**src/rtl/uart_pkg.sv**
```systemverilog
// uart_pkg: definitions shared by the UART receive and transmit engines.
//   - receive FSM state encoding
//   - default bit-time counter width and maximum data bits per frame
//   - parity-sense encodings for the ohel control bit
package uart_pkg;

  localparam int BIT_CNT_W_DEF = 19;
  localparam int DATA_MAX_DEF  = 8;

  localparam logic PAR_EVEN = 1'b0;
  localparam logic PAR_ODD  = 1'b1;

  typedef enum logic [2:0] {
    RX_IDLE   = 3'd0,
    RX_START  = 3'd1,
    RX_DATA   = 3'd2,
    RX_PARITY = 3'd3,
    RX_STOP   = 3'd4
  } rx_state_t;

endpackage

```
**src/rtl/uart_bit_timer.sv**
```systemverilog
// uart_bit_timer: bit-time up-counter with a single-cycle tick.
//   clk, rst      clock and asynchronous active-high reset
//   i_clear       hold the counter at zero, suppress the tick
//   i_half        1 = tick at (bit_time>>1)-1, 0 = tick at bit_time-1
//   i_bit_time    clock cycles per bit
//   o_tick        high for one cycle when the count reaches the target;
//                 the counter wraps to zero on that same edge
module uart_bit_timer #(
  parameter int BIT_CNT_W = 19
) (
  input  logic                 clk,
  input  logic                 rst,
  input  logic                 i_clear,
  input  logic                 i_half,
  input  logic [BIT_CNT_W-1:0] i_bit_time,
  output logic                 o_tick
);

  logic [BIT_CNT_W-1:0] r_cnt;
  logic [BIT_CNT_W-1:0] w_target;

  assign w_target = i_half ? ((i_bit_time >> 1) - BIT_CNT_W'(1))
                           : (i_bit_time - BIT_CNT_W'(1));

  assign o_tick = ~i_clear & (r_cnt == w_target);

  always_ff @(posedge clk or posedge rst) begin
    if (rst) begin
      r_cnt <= '0;
    end else if (i_clear || o_tick) begin
      r_cnt <= '0;
    end else begin
      r_cnt <= r_cnt + BIT_CNT_W'(1);
    end
  end

endmodule

```
**src/rtl/uart_rx_engine.sv**
```systemverilog
// uart_rx_engine: UART receive datapath.
// Detects the start bit on the synchronized line, samples data, parity and
// stop bits at mid-bit, and presents the character with status flags.
//   clk, rst       clock and asynchronous active-high reset
//   rx_sync        synchronized serial input, idle high
//   bit_time       clock cycles per bit (>= 4)
//   eight          1 = 8 data bits, 0 = 7 data bits
//   pen, ohel      parity enable, parity sense (1 = odd)
//   rd_strobe      host read pulse, clears rx_rdy and ovf
//   rx_data        received character, LSB first on the line
//   rx_rdy         character available
//   perr, ferr     parity / framing error of the last frame
//   ovf            frame completed while rx_rdy was still set
//
// state     | meaning
// ----------+--------------------------------------------------------
// RX_IDLE   | wait for line high (arm), then a falling edge
// RX_START  | wait half a bit, confirm the start bit is still low
// RX_DATA   | sample one data bit per bit time, LSB first
// RX_PARITY | sample the parity bit and compare with the data XOR
// RX_STOP   | sample the stop bit, hand the frame to the host side
module uart_rx_engine
  import uart_pkg::*;
#(
  parameter int BIT_CNT_W = BIT_CNT_W_DEF,
  parameter int DATA_MAX  = DATA_MAX_DEF
) (
  input  logic                 clk,
  input  logic                 rst,
  input  logic                 rx_sync,
  input  logic [BIT_CNT_W-1:0] bit_time,
  input  logic                 eight,
  input  logic                 pen,
  input  logic                 ohel,
  input  logic                 rd_strobe,
  output logic [DATA_MAX-1:0]  rx_data,
  output logic                 rx_rdy,
  output logic                 perr,
  output logic                 ferr,
  output logic                 ovf
);

  localparam int IDX_W = $clog2(DATA_MAX);

  rx_state_t            r_state;
  logic                 r_armed;
  logic [BIT_CNT_W-1:0] r_bit_time;
  logic                 r_eight;
  logic                 r_pen;
  logic                 r_ohel;
  logic [IDX_W-1:0]     r_idx;
  logic [DATA_MAX-1:0]  r_shift;
  logic                 r_par;
  logic                 r_par_err;
  logic                 r_done;
  logic                 r_perr_nxt;
  logic                 r_ferr_nxt;

  logic                 w_tick;
  logic                 w_par_exp;
  logic [IDX_W-1:0]     w_last_idx;

  assign w_par_exp  = (r_ohel == PAR_ODD) ? ~r_par : r_par;
  assign w_last_idx = r_eight ? IDX_W'(DATA_MAX - 1) : IDX_W'(DATA_MAX - 2);

  // Held clear in IDLE so the count starts at zero the cycle after detection;
  // the tick itself wraps the counter between samples.
  uart_bit_timer #(
    .BIT_CNT_W (BIT_CNT_W)
  ) u_bit_timer (
    .clk        (clk),
    .rst        (rst),
    .i_clear    (r_state == RX_IDLE),
    .i_half     (r_state == RX_START),
    .i_bit_time (r_bit_time),
    .o_tick     (w_tick)
  );

  always_ff @(posedge clk or posedge rst) begin
    if (rst) begin
      r_state    <= RX_IDLE;
      r_armed    <= 1'b0;
      r_bit_time <= '0;
      r_eight    <= 1'b0;
      r_pen      <= 1'b0;
      r_ohel     <= 1'b0;
      r_idx      <= '0;
      r_shift    <= '0;
      r_par      <= 1'b0;
      r_par_err  <= 1'b0;
      r_done     <= 1'b0;
      r_perr_nxt <= 1'b0;
      r_ferr_nxt <= 1'b0;
      rx_data    <= '0;
      rx_rdy     <= 1'b0;
      perr       <= 1'b0;
      ferr       <= 1'b0;
      ovf        <= 1'b0;
    end else begin
      r_done <= 1'b0;

      // Host side: a completing frame takes priority over a read in the
      // same cycle, but the read still cancels any overrun.
      if (r_done) begin
        rx_data <= r_shift;
        perr    <= r_perr_nxt;
        ferr    <= r_ferr_nxt;
        rx_rdy  <= 1'b1;
        if (rd_strobe) begin
          ovf <= 1'b0;
        end else if (rx_rdy) begin
          ovf <= 1'b1;
        end
      end else if (rd_strobe) begin
        rx_rdy <= 1'b0;
        ovf    <= 1'b0;
      end

      case (r_state)
        RX_IDLE: begin
          if (rx_sync) begin
            r_armed <= 1'b1;
          end else if (r_armed) begin
            r_state    <= RX_START;
            r_bit_time <= bit_time;
            r_eight    <= eight;
            r_pen      <= pen;
            r_ohel     <= ohel;
            r_idx      <= '0;
            r_shift    <= '0;
            r_par      <= 1'b0;
            r_par_err  <= 1'b0;
          end
        end
        RX_START: begin
          if (w_tick) begin
            // Line back high at mid-start: glitch, stay armed.
            if (rx_sync) begin
              r_state <= RX_IDLE;
            end else begin
              r_idx   <= '0;
              r_state <= RX_DATA;
            end
          end
        end
        RX_DATA: begin
          if (w_tick) begin
            r_shift[r_idx] <= rx_sync;
            r_par          <= r_par ^ rx_sync;
            if (r_idx == w_last_idx) begin
              r_state <= r_pen ? RX_PARITY : RX_STOP;
            end else begin
              r_idx <= r_idx + IDX_W'(1);
            end
          end
        end
        RX_PARITY: begin
          if (w_tick) begin
            r_par_err <= rx_sync ^ w_par_exp;
            r_state   <= RX_STOP;
          end
        end
        RX_STOP: begin
          if (w_tick) begin
            r_done     <= 1'b1;
            r_ferr_nxt <= ~rx_sync;
            r_perr_nxt <= r_pen & r_par_err;
            // A low stop bit may be a break: re-arm only once the line is high.
            r_armed    <= rx_sync;
            r_state    <= RX_IDLE;
          end
        end
        default: r_state <= RX_IDLE;
      endcase
    end
  end

endmodule

```
**config.mk**
```make
export PLATFORM = sky130hd
export DESIGN_NAME = uart_rx_engine
export DESIGN_NICKNAME = d
export VERILOG_FILES = /design/src/rtl/uart_pkg.sv /design/src/rtl/uart_bit_timer.sv /design/src/rtl/uart_rx_engine.sv
export SDC_FILE = /design/constraint.sdc
export NUM_CORES = 1
export LEC_CHECK = 0
export BUFFER_PORTS_ARGS = -buffer_cell sky130_fd_sc_hd__buf_2
export CAP_MARGIN = 20
export CORE_ASPECT_RATIO = 1.75
export CORE_MARGIN = 2
export CORE_UTILIZATION = 40
export CTS_CLUSTER_DIAMETER = 80
export DETAILED_ROUTE_END_ITERATION = 10
export PLACE_DENSITY = 0.56
export SYNTH_ARGS = -nofsm -noshare
export SYNTH_HDL_FRONTEND = slang
export SYNTH_SLANG_ARGS = --single-unit
```
**constraint.sdc**
```tcl
create_clock -name clk -period 6.1 [get_ports clk]
set_clock_uncertainty 0.2 [all_clocks]
set_input_delay 0.61 -clock clk [delete_from_list [all_inputs] [get_ports clk]]
set_output_delay 0.61 -clock clk [all_outputs]
set_load 0.03 [all_outputs]
```
==> results.toml, run 1 <==
[synthesis]
syn_nets = 483
synth_cell_types = 70
async_flop_share = 1.00
synth_cells = 454
yosysWarnings = 0
synth_edf_count = 0
ys_ff_latch = 73
postSynthAreaPerCell_sq_um = 9.98
synth_flop_cell = "dfrtp_1"
synth_seq_area_share = 0.403
netlist_area_sq_um = 4530

[final_layout]
multi_input_area_sq_um = 2530
n_antenna_cell = 0
drive_gt1_frac = 0.232
syn_to_final_growth_pct = 11.8
final_nets = 507
layout_commonest_cell = "dfrtp_1"
seqCellArea_sq_um = 1830
fillers = 1070
final_cell_mix = "dfrtp_1 (73), nand2_1 (38), nor2_1 (37), buf_2 (37), mux2_2 (33)"

[clocking]
cts_max_level = 3
cts_hold_buf = 0
cts_setup_buffers = 0
cts-resized-gates = 0
numClockSinks = 73
clock_path_buffers = 2
cts_tree = "built"
cts-root-buf = "clkbuf_16"
cts_buffers = 9
path_clk_slew_ns = 0.06
clock_latency_ns = 0.34

[floorplan]
initial_utilization = 0.408
die-area_sq_um = 12200
ioPinCount = 38
rows = 51
fp.dieW_um = 84.5
die_h_um = 145
core_sq_um = 11100

[timing]
setup_violations = 0
finalCritPeriodShare = 0.789
rsz0062_at_grt = "no"
hold_violations = 0
relSlewSlack = 0.377
worst_pin_slew_ns = 0.935
max_freq_mhz = 208
min_period_ns = 4.81
slew_viol_final = 0
holdWs_ns = 0.226
tns_ns = 0

[pwr]
p_comb_frac = 0.356
powerDensity_nw_per_um2 = 393
power_leakage_nw = 2.20
ir_worst_vdd_uv = 266
switching_share = 0.400
seq_power_share = 0.390
p_int_mw = 1.19
power_frac_clock = 0.254
p_switching_mw = 0.796

[global_routing]
grt_pass1_vias = 3554
track_usage = 0.187
grt_overflow = 0
grt_start_max_net_pins = 74
grt_pass1_wl_um = 17800
antenna_found_initial = 0

[hold_path]
holdCritStartpoint = "rd_strobe"
min_path_type = "in2reg"
holdPathEnd = "ovf"
holdPathStages = 2

[setup_path]
cp_slowest_stage_delay_ns = 0.59
r2r_cells = 12
cp_cell_sequence = "nor3b_2, mux2i_1, ha_1, or4b_1, a21oi_1, nor4b_1, nand2_1, a2bb2oi_1, nor3_2, nand3_4, or2_4, mux2_4"
crit_fanout = 26
reg2reg_to = "r_ferr_nxt"
path_class = "reg2reg"
crit_slowest_cell = "dfrtp_1"
cp-start-kind = "flip-flop"
arrival_ns = 4.84
r2r_slack_ns = 1.29
crit_start = "r_state[2]"
rr_startpoint = "r_state[2]"
cp-end-kind = "flip-flop"
crit_required_ns = 6.13

[detailed_routing]
vias_per_cell = 5.70
top_layer_used = "met4"
met1_length_um = 4140
dr_wl_met2_um = 6110
drt-pass1-iter-count = 4
drc = 0
totalWireLength_um = 11000
via_count = 3506
drt-initial-drc-count = 195
wl_per_cell_um = 17.8
route.met3.wl_um = 250
antenna_left = 0

[placement]
dp_hpwl_um = 8170
gp_congestion = 0.869
io_buffer_count = 37

[job]
max-cap-violations = 0

[status]
status = "finished, final reports clean"
final cells by class:
cell class                      count  area share
Clock buffer                        9      0.0444
Clock inverter                      7      0.0116
Inverter                           11     0.00815
Multi-Input combinational cell    342       0.500
Sequential cell                    73       0.360
Tap cell                          132      0.0326
Timing Repair Buffer               41      0.0425
synthesized netlist by cell type, types with 5 or more instances:
cell	number	area share
mux2i_1	20	0.044
xnor2_1	24	0.046
clkbuf_1	20	0.017
inv_1	11	0.0091
and2_1	5	0.0069
mux2_2	33	0.082
nor3_1	12	0.013
nor2_1	37	0.031
or3_1	5	0.0069
a31oi_1	5	0.0069
o21ai_0	6	0.0066
a211oi_1	5	0.0083
dfrtp_1	73	0.40
nor4_1	5	0.0069
xor2_1	20	0.039
nand3_1	19	0.021
a21oi_1	14	0.015
nand2_1	38	0.031
o211ai_1	6	0.0099
power groups by stage:
stage	sequential, mW	combinational [mW]	clock [mW]
after CTS	0.775	0.709	0.522
after global routing	0.794	0.783	0.539
after detailed placement	0.784	0.706	0
after global placement	0.781	0.691	0
after floorplan	0.664	0.639	0
final	0.776	0.708	0.506
state kept, by name, summed over array words and instances, names as in the netlist:
register / flops
r_done: 1
u_bit_timer.r_cnt: 19
ovf: 1
r_state: 3
r_ohel: 1
r_bit_time: 19
r_armed: 1
rx_rdy: 1
r_shift: 8
ferr: 1
perr: 1
r_idx: 3
r_pen: 1
r_ferr_nxt: 1
r_eight: 1
r_par: 1
r_perr_nxt: 1
r_par_err: 1
rx_data: 8
metrics by stage:
step	std cells	instance area [sq um]	setup slack (ns)	power (mW)	util
global route	615	5070	0.928	2.12	0.456
CTS	615	5070	1.33	2.01	0.456
global placement	599	4780	1.43	1.47	0.431
floorplan	454	4530	1.88	1.30	-
detailed placement	599	4780	1.32	1.49	0.431
finish	615	5070	1.29	1.99	0.456
per-layer routing:
metal / up-vias / GRT usage
li1: 1692 / -
met1: 1713 / 0.199
met2: 75 / 0.337
met3: 26 / 0.0318
met4: 0 / 0.121
met5: - / 0
cells by family after synthesis:
group	Yosys count	synth area share
compound gates	70	0.120
mux	54	0.130
fa+ha+maj	3	0.00829
xor+xnor	44	0.0851
flops	73	0.403
simple gates	171	0.215
buf+inv	39	0.0384
worst max-delay path: cells and delay by family, from the launching register on:
| kind | cells | cell delay (ns) |
|---|---|---|
| AND/OR/NAND/NOR | 7 | 2.46 |
| adder cells (fa/ha/maj) | 1 | 0.28 |
| multiplexers | 2 | 0.62 |
| flip-flops | 1 | 0.59 |
| AO/OA/AOI/OAI | 2 | 0.53 |
how the worst max path moves through the flow:
| stage | end | cells past startpoint |
|---|---|---|
| after global routing | r_ferr_nxt | 12 |
| after detailed placement | r_ferr_nxt | 12 |
| after global placement | r_ferr_nxt | 12 |
| final | r_ferr_nxt | 12 |
| after CTS | r_ferr_nxt | 12 |
| after floorplan | r_ferr_nxt | 15 |
Power figures use the tool's default switching activity.
==> run 2, diff against run 1 <==
PLACE_DENSITY = 0.58   (was 0.56)
clock period = 4.25 ns   (was 6.1 ns; I/O delays follow)
==> results.toml, run 2 (synthesis results as in run 1) <==
[setup_path]
crit_required_ns = 4.28
crit_start = "r_state[2]"
r2r_slack_ns = 0.28
arrival_ns = 4.01
crit_slowest_cell = "or4b_1"
path_class = "reg2reg"
reg2reg_to = "r_ferr_nxt"
r2r_cells = 13
cpMostUsedCell = "mux2i_1"
cp_cell_sequence = "nor3b_4, mux2i_1, ha_1, or4b_1, a21oi_1, buf_4, nand4_1, a2bb2oi_1, mux2i_1, o2111a_2, nand3_4, or2_4, mux2_4"
cp-start-kind = "flip-flop"
rr_startpoint = "r_state[2]"
crit_fanout = 10
cp-end-kind = "flip-flop"
cp_slowest_stage_delay_ns = 0.54

[clocking]
cts-root-buf = "clkbuf_16"
numClockSinks = 73
clock_path_buffers = 2
path_clk_slew_ns = 0.06
cts_max_level = 3
cts_buffers = 9
cts_tree = "built"
cts_hold_buf = 0
clock_latency_ns = 0.35

[detailed_routing]
drt-initial-drc-count = 190
drc = 0
vias_per_cell = 5.73
via_count = 3591
antenna_left = 0
wl_per_cell_um = 17.6
totalWireLength_um = 11000
drt-pass1-iter-count = 4

[timing]
max_freq_mhz = 252
finalCritPeriodShare = 0.935
postLayoutSetupSlackWorst_ns = 0.278
relSlewSlack = 0.508
setup_violations = 0
min_period_ns = 3.97
slew_viol_final = 0
worst_pin_slew_ns = 0.737
hold_violations = 0

[final_layout]
n_antenna_cell = 0
final_nets = 519
final_cell_mix = "dfrtp_1 (73), nand2_1 (38), nor2_1 (37), buf_2 (37), mux2_2 (33)"
layout_commonest_cell = "dfrtp_1"
top_regs = "r_bit_time (19), u_bit_timer.r_cnt (19)"
fillers = 1062
drive_gt1_frac = 0.257
syn_to_final_growth_pct = 14.5

[global_routing]
grt_start_max_net_pins = 41
grt_overflow = 0
grt_pass1_wl_um = 17900
grt_pass1_vias = 3628
track_usage = 0.187
antenna_found_initial = 0

[pwr]
seq_power_share = 0.367
p_int_mw = 1.75
p_switching_mw = 1.16
power_frac_clock = 0.252
switching_share = 0.398
powerDensity_nw_per_um2 = 561
power_leakage_nw = 2.26
ir_worst_vdd_uv = 229
p_total_mw = 2.91
p_comb_frac = 0.381

[floorplan]
core_sq_um = 11100
fp.dieW_um = 84.5
die-area_sq_um = 12200
ioPinCount = 38
die_h_um = 145
rows = 51
initial_utilization = 0.408

[placement]
dp_slack_ns = 0.114
gp_congestion = 0.838
io_buffer_count = 37
dp_hpwl_um = 8320

[job]
max-cap-violations = 0

[hold_path]
min_path_type = "in2async"

[status]
status = "finished, final reports clean"
## run 2: layout make-up
| class | instances | area, sq um | area share |
|---|---|---|---|
| inverter | 11 | 41.3 | 0.00796 |
| clock buffer | 9 | 225 | 0.0434 |
| tap | 132 | 165 | 0.0318 |
| timing repair buffer | 52 | 298 | 0.0574 |
| clock inverter | 7 | 61.3 | 0.0118 |
| multi-input combinational | 343 | 2570 | 0.496 |
| sequential | 73 | 1830 | 0.352 |
## run 2: power by group through the flow
stage / clock network [mW] / registers (mW) / logic, mW
finish: 0.733 / 1.07 / 1.11
CTS: 0.749 / 1.07 / 1.09
detailed placement: 0 / 1.08 / 1.09
floorplan: 0 / 0.953 / 0.918
global route: 0.770 / 1.10 / 1.23
global placement: 0 / 1.07 / 1.06
## run 2: worst max path at each step
stage / endpoint / slack, ns / depth (start not counted)
after detailed placement: r_ferr_nxt / 0.11 / 12
final: r_ferr_nxt / 0.28 / 13
after floorplan: r_ferr_nxt / 0.03 / 15
after global placement: r_ferr_nxt / 0.18 / 12
after global routing: r_shift[4] / -0.02 / 14
after CTS: r_ferr_nxt / 0.12 / 12
## run 2: per-stage QoR
step,cells,hold WS [ns],setup TNS (ns),area [sq um],utilization
3_3_place_gp,609,0.274,0,4860,0.438
4_1_cts,625,0.0282,0,5140,0.463
6_report,627,0.000199,0,5190,0.467
5_1_grt,627,0.0498,-0.0199,5190,0.467
3_5_place_dp,609,0.291,0,4860,0.438
2_1_floorplan,454,0.272,0,4530,-
## run 2: per-layer routing
layer | up-vias | routed length [um] | track usage
li1 | 1717 | - | -
met1 | 1778 | 4130 | 0.195
met2 | 73 | 6210 | 0.360
met3 | 23 | 314 | 0.0272
met4 | 0 | 385 | 0.0952
met5 | - | 0 | 0
## run 2: critical path: cells and delay by family (launching register included)
family / cells / cell delay [ns]
flops: 1 / 0.40
compound gates: 3 / 0.66
buf+inv: 1 / 0.17
simple gates: 5 / 1.38
fa+ha+maj: 1 / 0.27
mux: 3 / 0.76
## run 2: timing repair
item / 4_1_cts / 5_1_grt
setup endpoints to repair: 0 / 36
setup buffers: 0 / 1
resized for setup: 0 / 5
==> run 3, diff against run 2 <==
CORE_MARGIN = default   (was 2)
MAX_ROUTING_LAYER = met4   (was default)
==> results.toml, run 3 (synthesis results as in run 1) <==
[pwr]
p_comb_frac = 0.373
power_leakage_nw = 2.25
p_int_mw = 1.74
p_total_mw = 2.89
p_switching_mw = 1.15
power_frac_clock = 0.254
seq_power_share = 0.373
powerDensity_nw_per_um2 = 559
ir_worst_vdd_uv = 359
switching_share = 0.397

[setup_path]
r2r_slack_ns = 0.22
crit_required_ns = 4.28
cpMostUsedCell = "mux2i_1"
cp-end-kind = "flip-flop"
cp_cell_sequence = "nor3b_4, mux2i_1, ha_2, or4b_1, a21oi_1, buf_4, nand4_1, a2bb2oi_1, mux2i_1, o2111a_2, nand3_4, or2_4, mux2_4"
crit_slowest_cell = "or4b_1"
rr_startpoint = "r_state[2]"
path_class = "reg2reg"
cp-start-kind = "flip-flop"
r2r_cells = 13
arrival_ns = 4.06
crit_fanout = 11
reg2reg_to = "r_ferr_nxt"
cp_slowest_stage_delay_ns = 0.53

[global_routing]
track_usage = 0.206
grt_start_max_net_pins = 40
grt_pass1_vias = 3574
grt_overflow = 0
antenna_found_initial = 0
grt_pass1_wl_um = 17600

[placement]
place_area_sq_um = 4840
gp_congestion = 0.876
dp_hpwl_um = 8210
placed_cells = 607
io_buffer_count = 37
dp_slack_ns = 0.0450

[hold_path]
min_path_type = "in2async"

[detailed_routing]
totalWireLength_um = 10900
drc = 0
wl_per_cell_um = 17.4
vias_per_cell = 5.66
drt-initial-drc-count = 198
antenna_left = 0
via_count = 3541
drt-pass1-iter-count = 4

[final_layout]
final_cell_mix = "dfrtp_1 (73), nand2_1 (38), nor2_1 (37), buf_2 (37), mux2_2 (33)"
drive_gt1_frac = 0.257
syn_to_final_growth_pct = 14.2
layout_commonest_cell = "dfrtp_1"
top_regs = "r_bit_time (19), u_bit_timer.r_cnt (19)"
stdcell_count = 626
final_core_util = 0.466
final_area_sq_um = 5170
n_antenna_cell = 0
final_nets = 518

[timing]
holdWs_ns = 0.0296
setup_violations = 0
min_period_ns = 4.03
relSlewSlack = 0.482
rsz0062_at_grt = "no"
tns_ns = 0
slew_viol_final = 0
max_freq_mhz = 248
finalCritPeriodShare = 0.949
postLayoutSetupSlackWorst_ns = 0.216
worst_pin_slew_ns = 0.777
hold_violations = 0

[floorplan]
rows = 51
die_h_um = 143
ioPinCount = 38
fp.dieW_um = 82.5
initial_utilization = 0.408
core_sq_um = 11100
die-area_sq_um = 11800

[clocking]
cts_buffers = 9
cts-root-buf = "clkbuf_16"
numClockSinks = 73
cts_tree = "built"
clock_latency_ns = 0.34
path_clk_slew_ns = 0.07
clock_path_buffers = 2
cts_max_level = 3

[job]
max-cap-violations = 0

[status]
status = "finished, final reports clean"
run 3: cell count changes in the layout (fill, tap and decap cells not counted):
cell,change
clkinv_4,-1
clkinvlp_4,+1
nor3_2,+1
ha_2,+1
nor3_4,-1
a211oi_2,+1
nor4_1,+1
nor4_2,-1
buf_4,-1
a211oi_1,-1
ha_1,-1
run 3: cell type report:
class | instances | area, sq um
Clock inverter | 7 | 60.1
Clock buffer | 9 | 225
Fill cell | 1073 | 5930
Multi-Input combinational cell | 343 | 2570
Inverter | 11 | 41.3
Sequential cell | 73 | 1830
Tap cell | 132 | 165
Timing Repair Buffer | 51 | 290
run 3: layer usage:
layer | share of wire | GRT usage | up-vias
li1 | - | - | 1717
met1 | 0.37 | 0.202 | 1735
met2 | 0.57 | 0.378 | 64
met3 | 0.027 | 0.0377 | 25
met4 | 0.031 | 0.0942 | 0
met5 | 0 | - | -
run 3: repair_timing:
action,4_1_cts,5_1_grt
gates resized for setup,0,5
buffers inserted,0,2
endpoints found under the setup margin,0,37
hold buffers,0,0
run 3: power groups by stage:
stage / registers [mW] / logic, mW / clock network, mW
5_1_grt: 1.11 / 1.20 / 0.776
2_1_floorplan: 0.953 / 0.918 / 0
3_3_place_gp: 1.09 / 1.03 / 0
3_5_place_dp: 1.09 / 1.06 / 0
4_1_cts: 1.08 / 1.07 / 0.750
6_report: 1.08 / 1.08 / 0.734
run 3: critical path, delay by kind of cell, from the launching register on:
kind | cells | cell delay (ns)
DFF | 1 | 0.41
AOI/OAI and AO/OA | 3 | 0.65
and+or+nand+nor | 5 | 1.39
buffers and inverters | 1 | 0.17
muxes | 3 | 0.82
adders and majority gates | 1 | 0.28
run 3: worst max-delay path by stage:
stage          slack (ns)       start         end  cells past startpoint
6_report             0.22  r_state[2]  r_ferr_nxt                     13
3_3_place_gp         0.13  r_state[2]  r_ferr_nxt                     12
2_1_floorplan        0.03  r_state[2]  r_ferr_nxt                     15
3_5_place_dp         0.05  r_state[2]  r_ferr_nxt                     13
5_1_grt              0.03  r_state[2]  r_ferr_nxt                     13
4_1_cts              0.05  r_state[2]  r_ferr_nxt                     13
